`src/rtl/fpcvt_pipe_if.sv`:
```
// fpcvt_pipe_if: stream bundle for the pipelined linear-to-float converter.
//
// Groups the input-side valid/ready/data handshake and the output-side
// valid/ready handshake together with the encoded result fields
// (sign, exponent, significand, saturation flag).
//
// Modports:
//   slave  - the converter: takes in_valid/in_data/out_ready, drives
//            in_ready and all out_* signals.
//   master - the environment: sample source plus result consumer.
interface fpcvt_pipe_if #(
  parameter int IN_W  = 12,
  parameter int EXP_W = 3,
  parameter int SIG_W = 4
);
  logic             in_valid;
  logic             in_ready;
  logic [IN_W-1:0]  in_data;
  logic             out_valid;
  logic             out_ready;
  logic             out_sign;
  logic [EXP_W-1:0] out_exp;
  logic [SIG_W-1:0] out_sig;
  logic             out_sat;

  modport slave (
    input  in_valid, in_data, out_ready,
    output in_ready, out_valid, out_sign, out_exp, out_sig, out_sat
  );

  modport master (
    output in_valid, in_data, out_ready,
    input  in_ready, out_valid, out_sign, out_exp, out_sig, out_sat
  );
endinterface

```
`src/rtl/fpcvt_pipe.sv`:
```
// fpcvt_pipe: three-stage pipelined two's-complement to small-float converter.
//
// Encoded value = (-1)^out_sign * out_sig * 2^out_exp.
//   S1 splits the sample into sign and magnitude (most-negative input clamps).
//   S2 normalises: keeps the SIG_W bits below and including the leading one.
//   S3 rounds half up on the first dropped bit and clamps on exponent overflow.
// All stages advance together whenever the output is empty or being taken.
//
// Ports:
//   clk    - rising-edge clock
//   rst_n  - asynchronous active-low reset
//   strm   - fpcvt_pipe_if.slave: in_valid/in_ready/in_data,
//            out_valid/out_ready/out_sign/out_exp/out_sig/out_sat
//
// Build option: define FPCVT_ROUND_EN to enable round-half-up in S3;
// without it S3 truncates and out_sat only flags the most-negative input.
module fpcvt_pipe #(
  parameter int IN_W  = 12,
  parameter int EXP_W = 3,
  parameter int SIG_W = 4
) (
  input logic         clk,
  input logic         rst_n,
  fpcvt_pipe_if.slave strm
);
  localparam int MAG_W = IN_W - 1;
  localparam logic [EXP_W-1:0] EXP_MAX = '1;
  localparam logic [SIG_W-1:0] SIG_MAX = '1;
  localparam logic [SIG_W-1:0] SIG_HALF = {1'b1, {(SIG_W-1){1'b0}}};
  localparam logic signed [IN_W-1:0] MOST_NEG = {1'b1, {MAG_W{1'b0}}};

  if (SIG_W < 2 || SIG_W >= IN_W - 1 || (IN_W - 1 - SIG_W) > (2**EXP_W - 1)) begin : g_param_check
    $error("fpcvt_pipe: illegal IN_W/EXP_W/SIG_W combination");
  end

  // Position of the most-significant set bit (0 when m is 0).
  function automatic int msb_index(input logic [MAG_W-1:0] m);
    int p;
    p = 0;
    for (int i = 0; i < MAG_W; i++) begin
      if ((m >> i) != '0) p = i;
    end
    return p;
  endfunction

`ifdef FPCVT_ROUND_EN
  // Round half up; a carry out renormalises to SIG_HALF with exp+1, and a
  // carry at the top exponent clamps to the largest code and flags it.
  function automatic logic [EXP_W+SIG_W:0] round_sat(
    input logic [EXP_W-1:0] e,
    input logic [SIG_W-1:0] s,
    input logic             r,
    input logic             sat_in
  );
    logic [SIG_W:0]   sum;
    logic [EXP_W-1:0] eo;
    logic [SIG_W-1:0] so;
    logic             st;
    sum = {1'b0, s} + {{SIG_W{1'b0}}, r};
    eo  = e;
    so  = sum[SIG_W-1:0];
    st  = sat_in;
    if (sum[SIG_W]) begin
      if (e == EXP_MAX) begin
        so = SIG_MAX;
        st = 1'b1;
      end else begin
        eo = e + 1'b1;
        so = SIG_HALF;
      end
    end
    return {st, eo, so};
  endfunction
`endif

  logic                   adv;
  logic                   vld_p0_q, vld_p1_q, out_valid_q;
  logic                   sign_p0_q, sat_p0_q;
  logic [MAG_W-1:0]       mag_p0_q;
  logic                   sign_p1_q, sat_p1_q;
  logic [EXP_W-1:0]       exp_p1_q;
  logic [SIG_W-1:0]       sig_p1_q;
  logic                   out_sign_q, out_sat_q;
  logic [EXP_W-1:0]       out_exp_q;
  logic [SIG_W-1:0]       out_sig_q;

  logic signed [IN_W-1:0] din_s;
  logic                   sign_p0_d, sat_p0_d;
  logic [MAG_W-1:0]       mag_p0_d;
  logic [EXP_W-1:0]       exp_p1_d;
  logic [SIG_W-1:0]       sig_p1_d;
  logic                   out_sat_d;
  logic [EXP_W-1:0]       out_exp_d;
  logic [SIG_W-1:0]       out_sig_d;
`ifdef FPCVT_ROUND_EN
  logic                   rbit_p1_d, rbit_p1_q;
`endif

  // Whole pipe moves as one; a full output that is not taken freezes everything.
  assign adv           = !out_valid_q || strm.out_ready;
  assign strm.in_ready = adv;
  assign din_s         = strm.in_data;

  // ---- S1: sign / magnitude -------------------------------------------------
  always_comb begin
    sign_p0_d = din_s[IN_W-1];
    sat_p0_d  = 1'b0;
    mag_p0_d  = din_s[MAG_W-1:0];
    if (din_s == MOST_NEG) begin
      // |min| does not fit in MAG_W bits.
      mag_p0_d = '1;
      sat_p0_d = 1'b1;
    end else if (sign_p0_d) begin
      mag_p0_d = MAG_W'(-din_s);
    end
  end

  // ---- S2: normalise --------------------------------------------------------
  always_comb begin : s2_norm
    int sh;
    sh       = msb_index(mag_p0_q) - SIG_W + 1;
    exp_p1_d = '0;
    sig_p1_d = mag_p0_q[SIG_W-1:0];
`ifdef FPCVT_ROUND_EN
    rbit_p1_d = 1'b0;
`endif
    if (mag_p0_q[MAG_W-1:SIG_W] != '0) begin
      exp_p1_d = EXP_W'(sh);
      sig_p1_d = SIG_W'(mag_p0_q >> sh);
`ifdef FPCVT_ROUND_EN
      rbit_p1_d = 1'(mag_p0_q >> (sh - 1));
`endif
    end
  end

  // ---- S3: round and clamp --------------------------------------------------
`ifdef FPCVT_ROUND_EN
  assign {out_sat_d, out_exp_d, out_sig_d} = round_sat(exp_p1_q, sig_p1_q, rbit_p1_q, sat_p1_q);
`else
  assign {out_sat_d, out_exp_d, out_sig_d} = {sat_p1_q, exp_p1_q, sig_p1_q};
`endif

  // Control plus the visible result: cleared asynchronously.
  always_ff @(posedge clk or negedge rst_n) begin
    if (!rst_n) begin
      vld_p0_q    <= 1'b0;
      vld_p1_q    <= 1'b0;
      out_valid_q <= 1'b0;
      out_sign_q  <= 1'b0;
      out_sat_q   <= 1'b0;
      out_exp_q   <= '0;
      out_sig_q   <= '0;
    end else if (adv) begin
      vld_p0_q    <= strm.in_valid;
      vld_p1_q    <= vld_p0_q;
      out_valid_q <= vld_p1_q;
      if (vld_p1_q) begin
        out_sign_q <= sign_p1_q;
        out_sat_q  <= out_sat_d;
        out_exp_q  <= out_exp_d;
        out_sig_q  <= out_sig_d;
      end
    end
  end

  // Internal datapath: qualified by the stage valid, no reset needed.
  always_ff @(posedge clk) begin
    if (adv && strm.in_valid) begin
      sign_p0_q <= sign_p0_d;
      sat_p0_q  <= sat_p0_d;
      mag_p0_q  <= mag_p0_d;
    end
    if (adv && vld_p0_q) begin
      sign_p1_q <= sign_p0_q;
      sat_p1_q  <= sat_p0_q;
      exp_p1_q  <= exp_p1_d;
      sig_p1_q  <= sig_p1_d;
`ifdef FPCVT_ROUND_EN
      rbit_p1_q <= rbit_p1_d;
`endif
    end
  end

  assign strm.out_valid = out_valid_q;
  assign strm.out_sign  = out_sign_q;
  assign strm.out_sat   = out_sat_q;
  assign strm.out_exp   = out_exp_q;
  assign strm.out_sig   = out_sig_q;
endmodule
```
`src/flat_wrapper.sv`:
```
// flat-port wrapper written by rule: the top's interface ports become plain ports
module fpcvt_pipe_flat 
#(
  parameter int IN_W  = 12,
  parameter int EXP_W = 3,
  parameter int SIG_W = 4
)
  (clk, rst_n, strm_in_valid, strm_in_data, strm_out_ready, strm_in_ready, strm_out_valid, strm_out_sign, strm_out_exp, strm_out_sig, strm_out_sat);
  fpcvt_pipe_if #(.IN_W(IN_W), .EXP_W(EXP_W), .SIG_W(SIG_W)) strm_i ();
  input logic clk;
  input logic rst_n;
  input wire logic [$bits(strm_i.in_valid)-1:0] strm_in_valid;
  input wire logic [$bits(strm_i.in_data)-1:0] strm_in_data;
  input wire logic [$bits(strm_i.out_ready)-1:0] strm_out_ready;
  output wire logic [$bits(strm_i.in_ready)-1:0] strm_in_ready;
  output wire logic [$bits(strm_i.out_valid)-1:0] strm_out_valid;
  output wire logic [$bits(strm_i.out_sign)-1:0] strm_out_sign;
  output wire logic [$bits(strm_i.out_exp)-1:0] strm_out_exp;
  output wire logic [$bits(strm_i.out_sig)-1:0] strm_out_sig;
  output wire logic [$bits(strm_i.out_sat)-1:0] strm_out_sat;
  assign strm_i.in_valid = strm_in_valid;
  assign strm_i.in_data = strm_in_data;
  assign strm_i.out_ready = strm_out_ready;
  assign strm_in_ready = strm_i.in_ready;
  assign strm_out_valid = strm_i.out_valid;
  assign strm_out_sign = strm_i.out_sign;
  assign strm_out_exp = strm_i.out_exp;
  assign strm_out_sig = strm_i.out_sig;
  assign strm_out_sat = strm_i.out_sat;
  fpcvt_pipe #(.IN_W(IN_W), .EXP_W(EXP_W), .SIG_W(SIG_W)) u_core (.clk(clk), .rst_n(rst_n), .strm(strm_i));
endmodule
```
`config.mk`:
```
export PLATFORM = sky130hd
export DESIGN_NAME = fpcvt_pipe_flat
export DESIGN_NICKNAME = d
export VERILOG_FILES = /design/src/rtl/fpcvt_pipe_if.sv /design/src/rtl/fpcvt_pipe.sv /design/src/flat_wrapper.sv
export SDC_FILE = /design/constraint.sdc
export NUM_CORES = 1
export LEC_CHECK = 0
export CAP_MARGIN = 5
export CORE_UTILIZATION = 49
export CTS_CLUSTER_SIZE = 10
export DETAILED_ROUTE_END_ITERATION = 10
export HOLD_SLACK_MARGIN = 0.05
export PLACE_DENSITY = 0.75
export SLEW_MARGIN = 20
export SYNTH_ARGS = -nofsm -noshare
export SYNTH_HDL_FRONTEND = slang
export SYNTH_SLANG_ARGS = --single-unit
```
`constraint.sdc`:
```
create_clock -name clk -period 4.46 [get_ports clk]
set_input_delay 0.892 -clock clk [delete_from_list [all_inputs] [get_ports clk]]
set_output_delay 0.892 -clock clk [all_outputs]
set_load 0.01 [all_outputs]
```
==> summary.md <==
| Metric | Value |
|---|---|
| Final worst setup slack | 1410 ps |
| Effective utilization at floorplan | 51.3% |
| Layout cell share with drive strength beyond 1 | 15.8% |
| Iter 0 DRT Violations | 138 |
| Global-route wire length before repair | 5910 microns |
| Die outline width | 66.7 microns |
| Clock insertion delay at the later pin of the skew report | 280 ps |
| Top area cells in the synthesized netlist | sky130_fd_sc_hd__edfxtp_1 (32%), sky130_fd_sc_hd__dfrtp_1 (15%), sky130_fd_sc_hd__mux2_2 (6.6%) |
| Top-level I/O count | 27 |
| Main synth FF type | sky130_fd_sc_hd__edfxtp_1 |
| Startpoint of the lowest-slack register-to-register path | u_core.mag_p0_q[9] |
| Post-placement setup slack | 1300 ps |
| Crit end category | output pin |
| # rows | 23 |
| Maximum buffer depth of the clock tree | 2 |
| Total of warnings raised by yosys | 0 |
| DP Wirelength | 2800 microns |
| Final core occ | 61.5% |
| Required time of the worst setup path | 3570 ps |
| Layout filler cell count | 325 |
| Post-Synthesis Cell Area | 2050 sq um |
| Standard cell core area | 4000 sq um |
| Post-Route WL | 3670 microns |
| Root buffer cell | sky130_fd_sc_hd__clkbuf_8 |
| TritonCTS clock tree | yes |
| Total Neg Setup Slack | 0 ps |
| Largest net degree at the start of global routing | 15 |
| Maximum clock frequency | 327 MHz |
| Reg2reg setup slack | 1450 ps |
| Layout Nets | 233 |
| Worst IR Drop VDD | 239 uV |
| Static Leakage | 0.941 nW |
| Worst rel slew slack | 61.0% |
| Power, Total | 1.16 mW |
| Worst Hold Depth | 0 |
| Cell count after synthesis | 190 |
| Detailed Routing Iterations Pass 1 | 4 |
| Global route overflow | 0 |
| Hold path endpoint | u_core.sign_p1_q |
| Num CTS Buffers | 5 |
| I/O Buffers | 26 |
| Arrival time of the worst setup path | 2160 ps |
| Post-synthesis sequential element count | 34 |
| Path type of the worst min-delay path | flop to flop |
| CTS sink count | 34 |
| Clock transition at the register clock pins on the worst setup and hold paths after CTS | 70 ps |
| Maximum level of the CTS H-tree | 2 |
| GR Util All Layers | 18.0% |
| Worst hold slack | 422 ps |
| Seq/Total Area, Yosys | 46.8% |
| Cell Pwr Density | 472 nW/um^2 |
| Number of cells on the worst reg-to-reg path | 9 |
| Diode count | 0 |
| Mean post-synth cell area | 10.8 sq um |
| Unrepaired setup endpoints after global routing | no |
| Distinct cells, synth | 53 |
| Antenna violations before repair | 0 |
| CP Max Fanout | 7 |
| Avg WL per Cell | 13.9 microns |
| Category of the most critical setup path | primary input to output pin |
| Cts-stage hold buffer count | 0 |
| Post-detailed-route count of antenna-violating nets | 0 |
| Share of Yosys cell area claimed by the top area cell type | 32.2% |
| Die Outline Area | 4450 sq um |
| Hold_sp | u_core.sign_p0_q |
| Post-synthesis cell type with the largest combined area | sky130_fd_sc_hd__edfxtp_1 |
| Net count after synthesis | 209 |
| Final period utilization | 68.5% |
| Number of synthesized flops with an enable pin | 22 |
| Height of the die | 66.7 microns |
| GPL Wtd Cong | 0.922 |
| Number of global-route vias before repair | 1,336 |
| Post_cts resized | 0 |
| Max Slew Vio Count | 0 |
| Setup Fix Bufs, Post-CTS | 0 |
| Synth async-reset ratio | 35.3% |
| Result of the run | complete, no violations |
| Worst Clk Skew | 10.1 ps |
| Final count of negative-setup-slack endpoints | 0 |
| DRC Markers | 0 |
| Via density | 5.60 |
| Number of failing hold endpoints at the final stage | 0 |
| Total number of vias | 1,485 |
| Min Tclk post-route | 3050 ps |
| Synthesis-to-layout area growth | 19.9% |
| Terminus of the critical flop-to-flop path | u_core.out_sig_d[2] |
| Max-cap violation count | 0 |
| Worst-Margin Slew | 583 ps |
| Critical path launch point type | primary input |
[per-stage QoR]
step,cells,area (sq um)
CTS,265,2460
floorplan,190,2050
detailed placement,257,2320
finish,265,2460
global route,265,2460
global placement,257,2320
[area by class of cell]
cell class / count / area, sq um / share of cell area [%]
inverters: 9 / 33.8 / 1.37
well taps: 50 / 62.6 / 2.54
multi-input cells: 138 / 1010 / 40.9
repair buffers: 26 / 260 / 10.6
flip-flops and latches: 34 / 961 / 39.0
clock buffers: 5 / 68.8 / 2.80
clock inverters: 3 / 68.8 / 2.80
[state kept, by name (all words and copies together) (netlist names)]
name                   cells
u_core.strm.out_valid      1
u_core.sign_p0_q           1
u_core.vld_p0_q            1
u_core.sat_p0_q            1
u_core.exp_p1_q            3
u_core.out_sig_d           4
u_core.strm.out_sign       1
u_core.strm.out_sat        1
u_core.vld_p1_q            1
u_core.out_sat_d           1
u_core.strm.out_exp        3
u_core.sign_p1_q           1
u_core.strm.out_sig        4
u_core.mag_p0_q           11
[cell usage in the layout (no fill, tap or decap), drive strengths merged, types with 2 or more instances in the layout]
cell           instances
nand2b                 5
a21oi                  7
a21boi                 2
or4                    2
o211ai                 3
nand3                  2
clkdlybuf4s50         26
nor4                   2
a31oi                  3
and2                   2
nand2                 23
or2                    2
nor3                   3
edfxtp                22
or3                    2
a311oi                 2
mux2                  12
ha                     3
o21ai                 15
o41ai                  2
mux2i                  5
a221o                  2
nor2b                  4
bufinv                 2
inv                    9
dfrtp                 12
clkbuf                 5
nor2                  14
xor2                   8
o31ai                  2
[worst max-delay path by stage]
stage | from | end | slack, ps
5_1_grt | u_core.mag_p0_q[8] | u_core.out_sig_d[0] | 1280
6_report | strm_out_ready | strm_in_ready | 1410
3_3_place_gp | strm_in_data[3] | u_core.mag_p0_q[1] | 1370
4_1_cts | strm_out_ready | strm_in_ready | 1390
3_5_place_dp | strm_in_data[3] | u_core.mag_p0_q[1] | 1300
2_1_floorplan | u_core.mag_p0_q[8] | u_core.out_sig_d[0] | 1800
[metal layers]
metal  part of all wire (%)  track usage, %  routed length, microns  vias to the layer above
met1                     43            21.5                    1570                      688
li1                       -               -                       -                      747
met4                    1.8            8.24                      67                        0
met3                    3.8            4.11                     139                        6
met2                     52            30.4                    1900                       44
met5                      0               0                       0                        -
[kinds of logic after synthesis]
| family | after synthesis | synth area share (%) |
|---|---|---|
| fa+ha+maj | 3 | 1.83 |
| simple gates | 64 | 17.4 |
| buf+inv | 18 | 4.15 |
| xor+xnor | 9 | 4.21 |
| compound gates | 44 | 15.2 |
| flops | 34 | 46.8 |
| mux | 18 | 10.3 |
[synthesized netlist by cell type (3+ instances only)]
cell	number
sky130_fd_sc_hd__o211ai_1	3
sky130_fd_sc_hd__dfrtp_1	12
sky130_fd_sc_hd__nor2_1	11
sky130_fd_sc_hd__ha_1	3
sky130_fd_sc_hd__nor3_1	3
sky130_fd_sc_hd__mux2_2	12
sky130_fd_sc_hd__edfxtp_1	22
sky130_fd_sc_hd__mux2i_1	5
sky130_fd_sc_hd__buf_2	5
sky130_fd_sc_hd__o21ai_0	15
sky130_fd_sc_hd__a21oi_1	7
sky130_fd_sc_hd__nand2b_1	5
sky130_fd_sc_hd__inv_1	8
sky130_fd_sc_hd__xor2_1	7
sky130_fd_sc_hd__nand2_1	23
[power breakdown]
group,switching [mW],internal [mW]
Sequential,0.0458,0.427
Clock,0.107,0.224
Combinational,0.162,0.196
Total,0.315,0.847
[worst max-delay path, stage by stage]
cell and delay (ps):
sky130_fd_sc_hd__clkdlybuf4s50_1 460, sky130_fd_sc_hd__nand2b_1 230, sky130_fd_sc_hd__clkdlybuf4s50_1 580
Note: power is estimated with default switching activity, not from simulation.
